[src/rtl/nco_pkg.sv]
// nco_pkg: constants and helpers shared by the NCO phase bank and its divider.
// Latency: n/a (declarations only).
// Backpressure: n/a.
//
// Contents:
//   DIV_RST_DEF - divider reload after reset (50 MHz clk / 100 kHz sample rate, minus one)
//   cfg_sel_e   - register select encodings for per-channel writes
//   ch_w()      - channel-index width, never narrower than one bit
package nco_pkg;

   localparam int DIV_RST_DEF = 499;

   typedef enum logic {
      CFG_SEL_INC = 1'b0,   // per-channel phase increment
      CFG_SEL_OFS = 1'b1    // per-channel phase offset (offset build only)
   } cfg_sel_e;

   // A single-channel bank still needs a one-bit index port.
   function automatic int ch_w(input int n);
      return (n <= 1) ? 1 : $clog2(n);
   endfunction

endpackage

[src/rtl/sample_tick_gen.sv]
// sample_tick_gen: programmable sample-rate divider producing a one-cycle tick.
// Latency: tick is combinational from the counter; div_wr is seen by the compare one cycle later.
// Backpressure: none, free-running; clr restarts the period and masks a coincident tick.
//
// Ports:
//   clk, rst_n - clock, asynchronous active-low reset (div reloads DIV_RST, counter clears)
//   div_wr     - load div_val into the divider register
//   div_val    - sample period minus one, in clk cycles
//   clr        - restart: counter to zero, tick suppressed this cycle
//   tick       - high in every cycle the counter has reached the divider value
module sample_tick_gen #(
   parameter int DIV_W   = 12,
   parameter int DIV_RST = nco_pkg::DIV_RST_DEF
) (
   input  logic             clk,
   input  logic             rst_n,
   input  logic             div_wr,
   input  logic [DIV_W-1:0] div_val,
   input  logic             clr,
   output logic             tick
);

   logic [DIV_W-1:0] div_q;
   logic [DIV_W-1:0] cnt_q;
   logic             hit;

   // ">=" rather than "==": if the divider is lowered below the current count,
   // the very next compare fires instead of waiting for the counter to wrap.
   assign hit  = (cnt_q >= div_q);
   assign tick = hit & ~clr;

   always_ff @(posedge clk or negedge rst_n) begin
      if (!rst_n) begin
         div_q <= DIV_W'(DIV_RST);
         cnt_q <= '0;
      end else begin
         if (div_wr) begin
            div_q <= div_val;
         end
         if (clr || hit) begin
            cnt_q <= '0;
         end else begin
            cnt_q <= cnt_q + DIV_W'(1);
         end
      end
   end

endmodule

[src/rtl/nco_phase_bank.sv]
// nco_phase_bank: bank of NUM_CH phase accumulators advanced together on each sample tick.
// Latency: phase/wrap/valid update the cycle after a tick; config writes apply from the next tick.
// Backpressure: valid/ready; accumulators never stall, an unaccepted sample is overwritten and flags overrun.
//
// Optional feature: define PHASE_OFFSET_EN to add per-channel offset registers; phase is then
// the accumulator plus offset, registered with the sample. Undefined: phase is the accumulator.
//
// Ports:
//   clk, rst_n      - clock, asynchronous active-low reset
//   div_wr, div_val - load sample period minus one
//   cfg_wr, cfg_sel, cfg_ch, cfg_data - per-channel increment (sel=0) / offset (sel=1) write
//   sync_clr        - zero accumulators, wrap, valid and restart the divider
//   phase, wrap     - packed phases (channel 0 in LSBs), per-channel carry-out of last update
//   valid, ready    - sample handshake
//   overrun, overrun_clr - sticky lost-sample flag and its clear
module nco_phase_bank
   import nco_pkg::*;
#(
   parameter int NUM_CH  = 4,
   parameter int PHASE_W = 24,
   parameter int DIV_W   = 12,
   parameter int DIV_RST = DIV_RST_DEF
) (
   input  logic                      clk,
   input  logic                      rst_n,
   input  logic                      div_wr,
   input  logic [DIV_W-1:0]          div_val,
   input  logic                      cfg_wr,
   input  logic                      cfg_sel,
   input  logic [ch_w(NUM_CH)-1:0]   cfg_ch,
   input  logic [PHASE_W-1:0]        cfg_data,
   input  logic                      sync_clr,
   output logic [NUM_CH*PHASE_W-1:0] phase,
   output logic [NUM_CH-1:0]         wrap,
   output logic                      valid,
   input  logic                      ready,
   output logic                      overrun,
   input  logic                      overrun_clr
);

   localparam int CH_W = ch_w(NUM_CH);

   logic               tick;
   logic [PHASE_W-1:0] acc_q [NUM_CH];
   logic [PHASE_W-1:0] inc_q [NUM_CH];
   logic [PHASE_W:0]   sum   [NUM_CH];
   logic [NUM_CH-1:0]  wr_inc;
   logic [NUM_CH-1:0]  wrap_q;
   logic               valid_q;
   logic               overrun_q;
`ifdef PHASE_OFFSET_EN
   logic [NUM_CH-1:0]  wr_ofs;
   logic [PHASE_W-1:0] ofs_q   [NUM_CH];
   logic [PHASE_W-1:0] phase_q [NUM_CH];
`endif

   // sync_clr doubles as the divider restart and masks a coincident tick there,
   // so clear always beats update below without extra gating.
   sample_tick_gen #(
      .DIV_W   (DIV_W),
      .DIV_RST (DIV_RST)
   ) u_tick (
      .clk     (clk),
      .rst_n   (rst_n),
      .div_wr  (div_wr),
      .div_val (div_val),
      .clr     (sync_clr),
      .tick    (tick)
   );

   // Adder with carry-out per channel, and per-channel write decode. Indices at or
   // above NUM_CH match no channel, so out-of-range writes fall away naturally.
   always_comb begin
      wr_inc = '0;
`ifdef PHASE_OFFSET_EN
      wr_ofs = '0;
`endif
      for (int i = 0; i < NUM_CH; i++) begin
         sum[i] = {1'b0, acc_q[i]} + {1'b0, inc_q[i]};
         if (cfg_wr && (cfg_ch == CH_W'(i))) begin
            if (cfg_sel == CFG_SEL_INC) begin
               wr_inc[i] = 1'b1;
            end
`ifdef PHASE_OFFSET_EN
            else begin
               wr_ofs[i] = 1'b1;
            end
`endif
         end
      end
   end

   // Accumulators and increments. The tick consumes the increment register's
   // current contents, so a coincident write only shows up on the following tick.
   // Increments are configuration: sync_clr leaves them alone and a coincident write lands.
   always_ff @(posedge clk or negedge rst_n) begin
      if (!rst_n) begin
         for (int i = 0; i < NUM_CH; i++) begin
            acc_q[i] <= '0;
            inc_q[i] <= '0;
         end
         wrap_q <= '0;
      end else begin
         for (int i = 0; i < NUM_CH; i++) begin
            if (sync_clr) begin
               acc_q[i]  <= '0;
               wrap_q[i] <= 1'b0;
            end else if (tick) begin
               acc_q[i]  <= sum[i][PHASE_W-1:0];
               wrap_q[i] <= sum[i][PHASE_W];
            end
            if (wr_inc[i]) begin
               inc_q[i] <= cfg_data;
            end
         end
      end
   end

   // Sample handshake. A tick always presents a fresh sample; if the previous
   // one is still pending and not being taken this cycle, it is lost -> overrun.
   // A set in the same cycle as overrun_clr keeps the flag up.
   always_ff @(posedge clk or negedge rst_n) begin
      if (!rst_n) begin
         valid_q   <= 1'b0;
         overrun_q <= 1'b0;
      end else begin
         if (sync_clr) begin
            valid_q <= 1'b0;
         end else if (tick) begin
            valid_q <= 1'b1;
         end else if (ready) begin
            valid_q <= 1'b0;
         end

         if (tick && valid_q && !ready) begin
            overrun_q <= 1'b1;
         end else if (overrun_clr) begin
            overrun_q <= 1'b0;
         end
      end
   end

`ifdef PHASE_OFFSET_EN
   // The offset is added to the freshly summed accumulator and registered with
   // the sample, so the output still only moves on a tick. wrap stays the
   // accumulator's own carry; the offset add does not contribute to it.
   always_ff @(posedge clk or negedge rst_n) begin
      if (!rst_n) begin
         for (int i = 0; i < NUM_CH; i++) begin
            ofs_q[i]   <= '0;
            phase_q[i] <= '0;
         end
      end else begin
         for (int i = 0; i < NUM_CH; i++) begin
            if (sync_clr) begin
               phase_q[i] <= '0;
            end else if (tick) begin
               phase_q[i] <= sum[i][PHASE_W-1:0] + ofs_q[i];
            end
            if (wr_ofs[i]) begin
               ofs_q[i] <= cfg_data;
            end
         end
      end
   end

   for (genvar g = 0; g < NUM_CH; g++) begin : g_phase
      assign phase[g*PHASE_W +: PHASE_W] = phase_q[g];
   end
`else
   // Accumulators only change on a tick or clear, so they double as the held sample.
   for (genvar g = 0; g < NUM_CH; g++) begin : g_phase
      assign phase[g*PHASE_W +: PHASE_W] = acc_q[g];
   end
`endif

   assign wrap    = wrap_q;
   assign valid   = valid_q;
   assign overrun = overrun_q;

endmodule

[config.mk]
export PLATFORM = sky130hd
export DESIGN_NAME = nco_phase_bank
export DESIGN_NICKNAME = d
export VERILOG_FILES = /design/src/rtl/nco_pkg.sv /design/src/rtl/sample_tick_gen.sv /design/src/rtl/nco_phase_bank.sv
export SDC_FILE = /design/constraint.sdc
export NUM_CORES = 1
export LEC_CHECK = 0
export ABC_CLOCK_PERIOD_IN_PS = 5510
export BUFFER_PORTS_ARGS = -buffer_cell sky130_fd_sc_hd__buf_2
export CAP_MARGIN = 5
export CORE_UTILIZATION = 58
export CTS_BUF_LIST = sky130_fd_sc_hd__clkbuf_8
export CTS_CLUSTER_DIAMETER = 200
export DETAILED_ROUTE_END_ITERATION = 6
export PLACE_DENSITY = 0.79
export SKIP_LAST_GASP = 1
export SYNTH_ARGS = -nofsm -noshare
export SYNTH_HDL_FRONTEND = slang
export SYNTH_HIERARCHICAL = 1
export SYNTH_SLANG_ARGS = --single-unit
export TNS_END_PERCENT = 50
[constraint.sdc]
create_clock -name clk -period 5.51 [get_ports clk]
set_input_delay 0.551 -clock clk [delete_from_list [all_inputs] [get_ports clk]]
set_output_delay 0.551 -clock clk [all_outputs]
set_load 0.1 [all_outputs]
==> results.json <==
{
  "status": "finished with violations",
  "violations": "hold timing",
  "ys_ff_latch": 222,
  "ctsHoldBuffers": 0,
  "htreeDepth": 2,
  "place_hpwl_mm": 24.3,
  "via_per_inst": 6.00,
  "power.internal_mw": 3.05,
  "vias": 11058,
  "antenna_found_initial": 1,
  "start_util_pct": 59.7,
  "rsz0062_at_grt": "false",
  "timing.hold.ws_ns": -0.00331,
  "grt_max_degree": 140,
  "synth-seq-area-share_pct": 40.8,
  "pwr-share-comb_pct": 20.6,
  "postPlaceCellArea_mm2": 0.0147,
  "required_ns": 5.92,
  "netlist_instances": 1350,
  "ys_warn_count": 6,
  "arrival_ns": 4.06,
  "chipHeight_um": 155,
  "worst_pin_slew_ns": 0.885,
  "fin_area_mm2": 0.0155,
  "synth_fp_nets": 1509,
  "clk_pin_slew_ns": 0.06,
  "async_flop_share_pct": 100,
  "grt_first_pass_wirelength_mm": 54.7,
  "synth_ff_type": "dfrtp_1",
  "finalCriticalPeriod_ns": 3.65,
  "hold_path_class": "in2async",
  "mostFrequentLayoutCells": "215 x dfrtp_1, 146 x buf_2, 109 x ha_1, 100 x o21ai_0, 100 x nand2_1",
  "syn_avg_cell_area_um2": 10.1,
  "cts-buffers-inserted": 40,
  "seqPwrFrac_pct": 44.1,
  "routedWlPerCell_um": 18.2,
  "max_freq_ghz": 0.274,
  "initialDrtViolationCount": 658,
  "worstSetupStartpointType": "flip-flop",
  "cts_tree": "built",
  "p_sw_share_pct": 29.5,
  "maxCapViolCount": 0,
  "gp_congestion": 0.929,
  "cp-end-kind": "flip-flop",
  "die_area_mm2": 0.0241,
  "cts-root-buf": "clkbuf_8",
  "fin_skew_ns": 0.0195,
  "wirelength_mm": 33.6,
  "area_delta_synth_final_pct": 13.6,
  "synth_cell_types": 79,
  "rows": 55,
  "gr-total-overflow": 0,
  "drc": 0,
  "insertion_delay_ns": 0.54,
  "ios": 148,
  "critical_path_class": "reg2reg",
  "pwr-share-clk_pct": 35.4,
  "netSwitchingPower_mw": 1.28,
  "ir_drop_uv": 181,
  "drtPass1Iterations": 5,
  "core_mm2": 0.0228,
  "period_share_pct": 66.2,
  "io_buffers": 147,
  "grt_util_all_layers_pct": 28.5,
  "grt_pass1_vias": 10993,
  "hold_violations": 1,
  "die_w_um": 155,
  "slew_headroom_pct": 41.0,
  "tns_ns": 0,
  "post-place-ws_ns": 1.87,
  "power_density_mw_per_mm2": 280,
  "maxSlewViolCount": 0,
  "p_leak_nw": 7.56,
  "diodes": 0,
  "path_max_fanout": 47,
  "drtAntennaViolNets": 0,
  "clock_path_buffers": 3,
  "drive_gt1_share_pct": 22.8,
  "post-cts-setup-buffer-count": 0,
  "layout_commonest_cell": "dfrtp_1",
  "syn_area_mm2": 0.0136,
  "cts_resized": 0,
  "cts_sinks": 222,
  "nets": 1660,
  "setup_ws_ns": 1.86,
  "synth-edff-count": 0,
  "setup_viol": 0
}
logic make-up after synthesis:
| logic type | Yosys count | synth area share, % |
|---|---|---|
| mux | 128 | 10.3 |
| fa+ha+maj | 113 | 10.6 |
| xor+xnor | 75 | 4.82 |
| compound gates | 405 | 19.8 |
| buf+inv | 90 | 2.69 |
| simple gates | 317 | 11.0 |
| flops | 222 | 40.8 |
power by group through the flow:
| stage | clock (mW) | sequential (mW) | combinational, mW |
|---|---|---|---|
| 2_1_floorplan | 0 | 1.91 | 0.672 |
| 3_3_place_gp | 0 | 1.92 | 0.858 |
| 3_5_place_dp | 0 | 1.93 | 0.881 |
| 4_1_cts | 1.56 | 1.91 | 0.884 |
| 5_1_grt | 1.64 | 1.93 | 0.987 |
| 6_report | 1.53 | 1.91 | 0.890 |
state kept, by name (all words and copies together), names as in the netlist:
register,cells
valid,1
u_tick/cnt_q,12
wrap,4
inc_q,96
overrun,1
u_tick/div_q,12
phase,96
through the flow:
| step | hold slack (ns) | cells | util, % | power, mW |
|---|---|---|---|---|
| detailed placement | 0.500 | 1772 | 64.3 | 2.82 |
| global placement | 0.494 | 1772 | 64.3 | 2.78 |
| global route | 0.0367 | 1842 | 67.8 | 4.55 |
| finish | -0.00331 | 1842 | 67.8 | 4.33 |
| CTS | 0.0299 | 1842 | 67.8 | 4.35 |
| floorplan | 0.255 | 1350 | - | 2.58 |
worst max-delay path: stages (launching register included):
cell      delay [ns]
dfstp_2         0.51
inv_1           0.05
ha_1            0.27
nand2_1         0.07
nor2_1          0.59
nand2_1         0.19
a31oi_4         0.21
buf_4           0.47
or2b_2          0.69
o311ai_0        0.44
final cells by class:
type | count | area (um^2)
inverters | 41 | 154
multi-input cells | 1038 | 7740
repair buffers | 158 | 841
well taps | 313 | 392
fillers | 1761 | 7360
clock inverters | 20 | 110
clock buffers | 50 | 688
flip-flops and latches | 222 | 5560
Yosys cell counts (40+ instances only):
cell type / number / area share, %
dfrtp_1: 215 / 39
ha_1: 109 / 10
nand2_1: 100 / 2.8
o21ai_0: 100 / 3.7
nor2_1: 98 / 2.7
mux2_2: 97 / 8.0
a21oi_1: 87 / 3.2
a211oi_1: 46 / 2.5
xnor2_1: 45 / 2.9
clkbuf_1: 41 / 1.1
inv_1: 41 / 1.1
a21o_1: 40 / 2.2
per-layer routing:
metal	wire length [um]	track usage [%]	part of all wire (%)	vias up
met1	15000	37.5	45	5378
li1	-	-	-	5292
met3	1920	4.54	5.7	53
met5	13	0	0.039	-
met2	16000	48.4	48	333
met4	639	8.26	1.9	2
path summary, 6_finish.rpt:
check / startpoint / end / slack, ns / cells after the start
max: u_tick/div_q[8]$_DFFE_PN1P_ / phase[70]$_DFFE_PN0P_ / 1.86 / 9
max in group asynchronous: rst_n / inc_q[63]$_DFFE_PN0P_ / 4.36 / 2
min in group clk: overrun_clr / overrun$_DFFE_PN0P_ / 0.21 / 2
min: rst_n / phase[50]$_DFFE_PN0P_ / -0.003 / 1
min reg2reg: inc_q[9]$_DFFE_PN0P_ / inc_q[9]$_DFFE_PN0P_ / 0.51 / 1
max reg2reg: u_tick/div_q[8]$_DFFE_PN1P_ / phase[70]$_DFFE_PN0P_ / 1.86 / 9
(Power assumes the default switching activity.)
